[src/rtl/wb_regfile.sv]
// rtl/wb_regfile.sv - Write-back select, R0..R7 register file with write-through bypass, retired-write counter
module wb_regfile #(
  parameter int DATA_W  = 8,
  parameter int INSTR_W = 19,
  parameter int CNT_W   = 16
) (
  input  logic               clk,
  input  logic               reset,
  input  logic [DATA_W-1:0]  wb_mem_data,
  input  logic [DATA_W-1:0]  wb_alu_out,
  input  logic [DATA_W-1:0]  wb_shift_out,
  input  logic [INSTR_W-1:0] wb_instruction,
  input  logic [1:0]         wb_reg_write_mux,
  input  logic [2:0]         rd_addr_a,
  input  logic [2:0]         rd_addr_b,
  output logic [DATA_W-1:0]  rd_data_a,
  output logic [DATA_W-1:0]  rd_data_b,
  output logic               wb_we,
  output logic [2:0]         wb_dest,
  output logic [DATA_W-1:0]  wb_data,
  output logic [CNT_W-1:0]   retire_cnt
);

  localparam int REG_N = 8;

  // Entry 0 is cleared on reset and never written, so it reads as zero.
  logic [DATA_W-1:0] regs [REG_N];

  logic unused_instr_bits;
  assign unused_instr_bits = ^{wb_instruction[INSTR_W-1:14], wb_instruction[10:0]};

  assign wb_dest = wb_instruction[13:11];

  always_comb begin
    wb_data = '0;
    case (wb_reg_write_mux)
      2'b01:   wb_data = wb_alu_out;
      2'b10:   wb_data = wb_shift_out;
      2'b11:   wb_data = wb_mem_data;
      default: wb_data = '0;
    endcase
  end

  assign wb_we = (wb_reg_write_mux != 2'b00) && (wb_dest != 3'd0);

  // Bypass is suppressed while reset is held so reads see the cleared file.
  always_comb begin
    rd_data_a = '0;
    if (rd_addr_a != 3'd0) begin
      if (reset && wb_we && (rd_addr_a == wb_dest))
        rd_data_a = wb_data;
      else
        rd_data_a = regs[rd_addr_a];
    end
  end

  always_comb begin
    rd_data_b = '0;
    if (rd_addr_b != 3'd0) begin
      if (reset && wb_we && (rd_addr_b == wb_dest))
        rd_data_b = wb_data;
      else
        rd_data_b = regs[rd_addr_b];
    end
  end

  always_ff @(posedge clk or negedge reset) begin
    if (!reset) begin
      for (int i = 0; i < REG_N; i++)
        regs[i] <= '0;
      retire_cnt <= '0;
    end else if (wb_we) begin
      regs[wb_dest] <= wb_data;
      retire_cnt    <= retire_cnt + CNT_W'(1);
    end
  end

endmodule

[config.mk]
export PLATFORM = sky130hd
export DESIGN_NAME = wb_regfile
export DESIGN_NICKNAME = d
export VERILOG_FILES = /design/src/rtl/wb_regfile.sv
export SDC_FILE = /design/constraint.sdc
export NUM_CORES = 1
export LEC_CHECK = 0
export ABC_CLOCK_PERIOD_IN_PS = 2900
export CORE_ASPECT_RATIO = 0.7
export CORE_MARGIN = 4
export CORE_UTILIZATION = 30
export DETAILED_ROUTE_END_ITERATION = 12
export SYNTH_ARGS = -nofsm -noshare
export SYNTH_HDL_FRONTEND = slang
export SYNTH_SLANG_ARGS = --single-unit
[constraint.sdc]
create_clock -name clk -period 2.9 [get_ports clk]
set_clock_uncertainty 0.1 [all_clocks]
set_input_delay 0.58 -clock clk [delete_from_list [all_inputs] [get_ports clk]]
set_output_delay 0.58 -clock clk [all_outputs]
set_load 0.1 [all_outputs]
-- After elaboration in Yosys (flattened, before gate mapping)
Cells that the tools add are included.
- bits in registers: 80
- input bits: 53
- output and inout port bits: 44
- word-level logic and storage cells: 45
- add/sub/neg operators: 1
- magnitude comparators: 4
- equality and inequality tests: 5
- multiplexer cells: 14
- bitwise operators: 3
- reductions and logical operators: 9
- operators with widths (kind ; number):
    two-way mux 8 bit ; 9
    bitwise mux 64 bit ; 1
    binary-select mux 8 bit (select 3 bit) ; 2
    demux 8 bit (select 3 bit) ; 1
    one-hot mux 8 bit (3 select lines) ; 1
    adder 16 x 1 -> 16 bit (second input constant) ; 1
    >= comparator 4 bit (second input constant) ; 3
    NOT 3 -> 4 bit ; 3
    nonzero test 3 bit ; 3
    == test 3 bit ; 2
    logical AND 1 bit ; 5
    == test 2 bit (second input constant) ; 2
    less-than comparator 4 x 1 -> 1 bit (second input constant) ; 1
    == test 2 x 1 -> 1 bit (second input constant) ; 1
    nonzero test 2 bit ; 1

-- Depth between registers and ports, before layout
- depth in word-level cells: 6
- depth in mapped cells: 7
- gate-level depth less buffers: 5

-- Worst setup path after synthesis
OpenSTA, ideal clock, no wires.
- path kind: input port to output port
- start: input port wb_reg_write_mux[0]
- end: output port rd_data_a[7]
- arrival time: 4692 ps
- required time: 2220 ps
- path slack: -2472 ps
- cell stages on the path: 6
- buffers on the path: 2
- cell sequence: buf_4 > buf_6 > mux2i_1 > o2bb2ai_1 > nor3_1 > nor3_1
- elaborated cells on any way between the ends: 10
- classes of those cells: eq/ne (3); mux (3); reduce/logical (4)
- RTL lines (element ; line ; source):
    start, declared ; 13 ; input logic [1:0] wb_reg_write_mux,
    == test 2 bit or == test 2 x 1 -> 1 bit (tied branches) ; 36 ; case (wb_reg_write_mux)
    one-hot mux 8 bit (3 select lines) (*) ; 36 ;
    net wb_data[7] ; 20 ; output logic [DATA_W-1:0] wb_data,
    two-way mux 8 bit (*) ; 50 ; if (reset && wb_we && (rd_addr_a == wb_dest))
    two-way mux 8 bit (*) ; 49 ; if (rd_addr_a != 3'd0) begin
    end, declared ; 16 ; output logic [DATA_W-1:0] rd_data_a,
Mark *: on every way through the listed nets, which the timed path passes. The rest lies on a longest branch.

-- Worst setup path after layout
- start: input port rd_addr_b[0]
- end: output port rd_data_b[6]
- longest elaborated chain between the ends: 6
- elaborated cells on any way between the ends: 9
- classes of those cells: eq/ne (1); mux (5); bitwise (1); reduce/logical (2)
- ends and longest elaborated chain (element ; line ; source):
    start, declared ; 15 ; input logic [2:0] rd_addr_b,
    NOT 3 -> 4 bit (not written as such) ; 63 ; rd_data_b = regs[rd_addr_b];
    binary-select mux 8 bit (select 3 bit) ; 63 ;
    two-way mux 8 bit (not written as such) (2 in a row) ; 63 ;
    two-way mux 8 bit ; 60 ; if (reset && wb_we && (rd_addr_b == wb_dest))
    two-way mux 8 bit (*) ; 59 ; if (rd_addr_b != 3'd0) begin
    end, declared ; 17 ; output logic [DATA_W-1:0] rd_data_b,
Every way passes the cells marked *; elsewhere a longest branch is shown, timed or not. The select of a mux whose other input is x is not followed.

==> run summary <==
The run finished with clean final reports. For the final count of hold timing violations, the log shows 0. The net count of the finished layout is 594. The number of design-rule violations left by the first detailed-router iteration was 198; the switching share of power was 38.9%. Static timing analysis puts the maximum clock frequency at 0.349 GHz.

The gate count after technology mapping was 402; the final cell area excluding filler cells was 7420 um2. After synthesis the cells add up to 4680 um2. The clock passes through at most 2 buffers.

Sorting the synthesized cells by area gives the leading types as sky130_fd_sc_hd__dfrtp_1, sky130_fd_sc_hd__mux4_2, sky130_fd_sc_hd__mux2_2, sky130_fd_sc_hd__mux2i_1, sky130_fd_sc_hd__a21oi_1. Counting distinct cell types in the post-synthesis netlist gives 43. The H-tree depth is 3, and the number of warnings printed during yosys synthesis is 0. The final worst hold slack came out at 292 ps. For the cell count after placement, the log shows 708. The via density per instance is 5.07, and the worst endpoint required time is 2220 ps. The logs give 3.28 mW for the cell-internal power and 31.2% for the starting utilization of the core area. From synthesis to final layout, the design area changed by 58.5%. The die is 112 um tall. Entering global routing, the biggest net connects 81 pins. The tools report the post-cts hold buffer count as 0.

Share of synthesized flip-flops with an asynchronous set or reset: 100%. Counting I/O delays and the setup requirement, the final critical path takes 2860 ps. Routability-driven placement finished with a final weighted congestion of 0.826. In this run the cell area measured after placement is 6680 um2. For this run, the leading register cell type out of synthesis is sky130_fd_sc_hd__dfrtp_1. The synthesized design contains 0 enable-type register cells. For this run, the total global-route usage over all layers was measured as 16.9%. The number of nets in the synthesized netlist is 456. Clock tree synthesis selected as its root buffer the cell sky130_fd_sc_hd__clkbuf_16.

The width of the die was 157 um. Leakage power figure: 3.12 nW. Biggest fanout along the worst timing path: 6.

The category of the worst setup path launch point is an input pin. The power share of the clock group is 25.7%, and the synthesized area divided by synthesized cell count is 11.6 um2. The proportion of layout cells with a drive suffix above 1 was 51.3%. The reg-to-reg setup timing slack was 1380 ps; the number of top-level design ports was 97. The min-delay analysis places its worst path in the category register to register. The clock input transition at the sequential cells of the worst setup and hold paths is 60 ps, and the number of nets still failing antenna checks after routing is 0. The largest total area in the synthesized netlist belongs to sky130_fd_sc_hd__dfrtp_1.

In the synthesized netlist, the cells that appear most often are sky130_fd_sc_hd__dfrtp_1, sky130_fd_sc_hd__nor2_1, sky130_fd_sc_hd__a21oi_1. The routed layout has 3747 vias. The logs give 17700 um2 for the die outline area and 3930 for the via count of the first global-routing pass.

The logs give 0 for the initial antenna violation count and 9 for the total CTS buffers. The final number of setup-violating endpoints was 0; the number of violations of the max-capacitance limit was 0. The clock network latency to the later pin of the worst-skew pair was 340 ps; the portion of the post-synthesis area used by sequential elements was 42.8%.

In this run the standard cell core region covers 15000 um2. STA classifies the critical path endpoint as a primary output. Setup repair after global routing left no endpoint under its margin.

The run gives 0 as the number of pins exceeding their max-slew limit in the final report. The global-route wire length before repair came out at 22600 um. The logs give 0 for the aggregate global routing overflow and 10400 um for the sum of net half-perimeters after detailed placement. The count of state elements after synthesis was 80; the number of search-and-repair iterations in the first detailed-routing pass was 5. The sequential group share of total power was 28.6%. Across the VDD grid, the largest voltage drop is 0.493 mV.

The run gives 0 as the diode insertion count for antenna repair. TritonCTS built the clock tree. The setup path with the least slack is of type input pin to primary output. The count of cells in the finished layout, fillers not included, comes to 739. For this design the ratio of total power to cell area is 724 nW/um2. Dividing the final minimum period by the clock period gives 98.7%. At the pin with the least slew margin, the transition time is 1030 ps. Yosys instantiated no cell more often than sky130_fd_sc_hd__dfrtp_1. Dividing the detail-routed wire length by the instance count gives 20.0 um. Row generation in the floorplan step produced 37 rows. The top cell type's share of synthesized area is 42.8%, and the worst relative slew slack is 31.6%.

The count of port buffers added during placement is 80. The final layout contains routed wiring with a total length of 14700 um. The count of unresolved DRC violations after routing was 0; the power share of the combinational group was 45.7%. The CTS sink count is 80, and the critical path arrival is 2180 ps. The net switching power of the design came out at 2.09 mW.
-- routing by layer --
| metal | vias to the layer above | part of all wire (%) | track usage [%] |
|---|---|---|---|
| met5 | - | 0 | 0 |
| met4 | 0 | 0.87 | 2.92 |
| met3 | 13 | 8.6 | 5.59 |
| met2 | 140 | 45 | 25.7 |
| met1 | 1846 | 45 | 23.8 |
| li1 | 1748 | - | - |
-- worst max-delay path, stage by stage --
cell,delay [ps]
sky130_fd_sc_hd__buf_2,160
sky130_fd_sc_hd__bufbuf_16,300
sky130_fd_sc_hd__mux4_2,490
sky130_fd_sc_hd__mux2i_1,190
sky130_fd_sc_hd__o21ai_1,120
sky130_fd_sc_hd__o211a_4,170
sky130_fd_sc_hd__buf_12,160
-- layout make-up --
| type | instances | area [um2] |
|---|---|---|
| sequential | 80 | 2000 |
| tap | 195 | 244 |
| fill | 1309 | 7580 |
| multi-input combinational | 274 | 2850 |
| clock inverter | 5 | 129 |
| timing repair buffer | 168 | 1910 |
| inverter | 7 | 48.8 |
| clock buffer | 10 | 239 |
-- state kept, by name, summed over array words and instances, names as in the netlist --
register,cells
retire_cnt,16
regs,64
-- per-stage QoR --
step	total power, mW	TNS [ps]	setup slack (ps)	utilization (%)
global placement	3.87	-5790	-450	44.5
finish	5.37	0	37.7	49.5
floorplan	3.13	-2640	-322	-
CTS	5.39	0	0.326	48.9
detailed placement	3.91	-5730	-435	44.5
global route	5.58	0	1.80	49.5
-- placed cells by master, fill, tap and decap left out, types with 3 or more instances in the layout --
cell	n
sky130_fd_sc_hd__xnor2_1	8
sky130_fd_sc_hd__buf_6	4
sky130_fd_sc_hd__nand4_1	3
sky130_fd_sc_hd__o211a_4	5
sky130_fd_sc_hd__a21oi_4	6
sky130_fd_sc_hd__o21ai_1	6
sky130_fd_sc_hd__bufinv_16	4
sky130_fd_sc_hd__clkbuf_16	9
sky130_fd_sc_hd__nor2_1	40
sky130_fd_sc_hd__o31ai_4	3
sky130_fd_sc_hd__clkbuf_2	3
sky130_fd_sc_hd__nand3_1	5
sky130_fd_sc_hd__clkdlybuf4s50_1	23
sky130_fd_sc_hd__buf_4	89
sky130_fd_sc_hd__mux2_2	28
sky130_fd_sc_hd__nand2_1	15
sky130_fd_sc_hd__o2bb2ai_4	3
sky130_fd_sc_hd__o21ai_0	10
sky130_fd_sc_hd__mux2i_1	18
sky130_fd_sc_hd__xor2_1	9
sky130_fd_sc_hd__a21oi_1	28
sky130_fd_sc_hd__clkinvlp_4	6
sky130_fd_sc_hd__a211oi_4	3
sky130_fd_sc_hd__buf_12	36
sky130_fd_sc_hd__a21oi_2	8
sky130_fd_sc_hd__mux4_2	32
sky130_fd_sc_hd__nor3_4	5
sky130_fd_sc_hd__mux2i_2	3
sky130_fd_sc_hd__nor3_2	5
sky130_fd_sc_hd__or3_1	3
sky130_fd_sc_hd__bufbuf_16	3
sky130_fd_sc_hd__dfrtp_1	80
sky130_fd_sc_hd__dlygate4sd2_1	3
sky130_fd_sc_hd__clkdlybuf4s15_1	3
-- cells by family (layout without fill, tap and decap cells) --
group | count (synthesis) | in the layout | synth area share (%)
flops | 80 | 80 | 42.8
buf+inv | 48 | 190 | 5.67
fa+ha+maj | 1 | 1 | 0.267
xor+xnor | 22 | 22 | 4.12
compound gates | 77 | 77 | 10.3
simple gates | 93 | 93 | 10.2
mux | 81 | 81 | 26.6
-- power groups by stage --
stage	logic (mW)	clock network, mW	registers (mW)
3_5_place_dp	2.37	0	1.54
2_1_floorplan	1.30	0	1.83
3_3_place_gp	2.34	0	1.53
4_1_cts	2.45	1.41	1.53
6_report	2.45	1.38	1.53
5_1_grt	2.56	1.46	1.56
-- path summary, 6_finish.rpt --
path,from,end,cells after the start
min in group asynchronous,reset,retire_cnt[12],2
max reg2reg,retire_cnt[3],retire_cnt[15],4
min,regs[62],regs[62],0
min reg2reg,regs[62],regs[62],0
max in group asynchronous,reset,regs[31],2
max,rd_addr_b[0],rd_data_b[6],7
-- repair_timing --
action	CTS	global route
setup endpoints to repair	22	15
pin swaps	6	8
gates cloned	5	0
hold endpoints to repair	0	0
setup buffers	4	7
gates resized for setup	49	17
(Power assumes the default switching activity.)
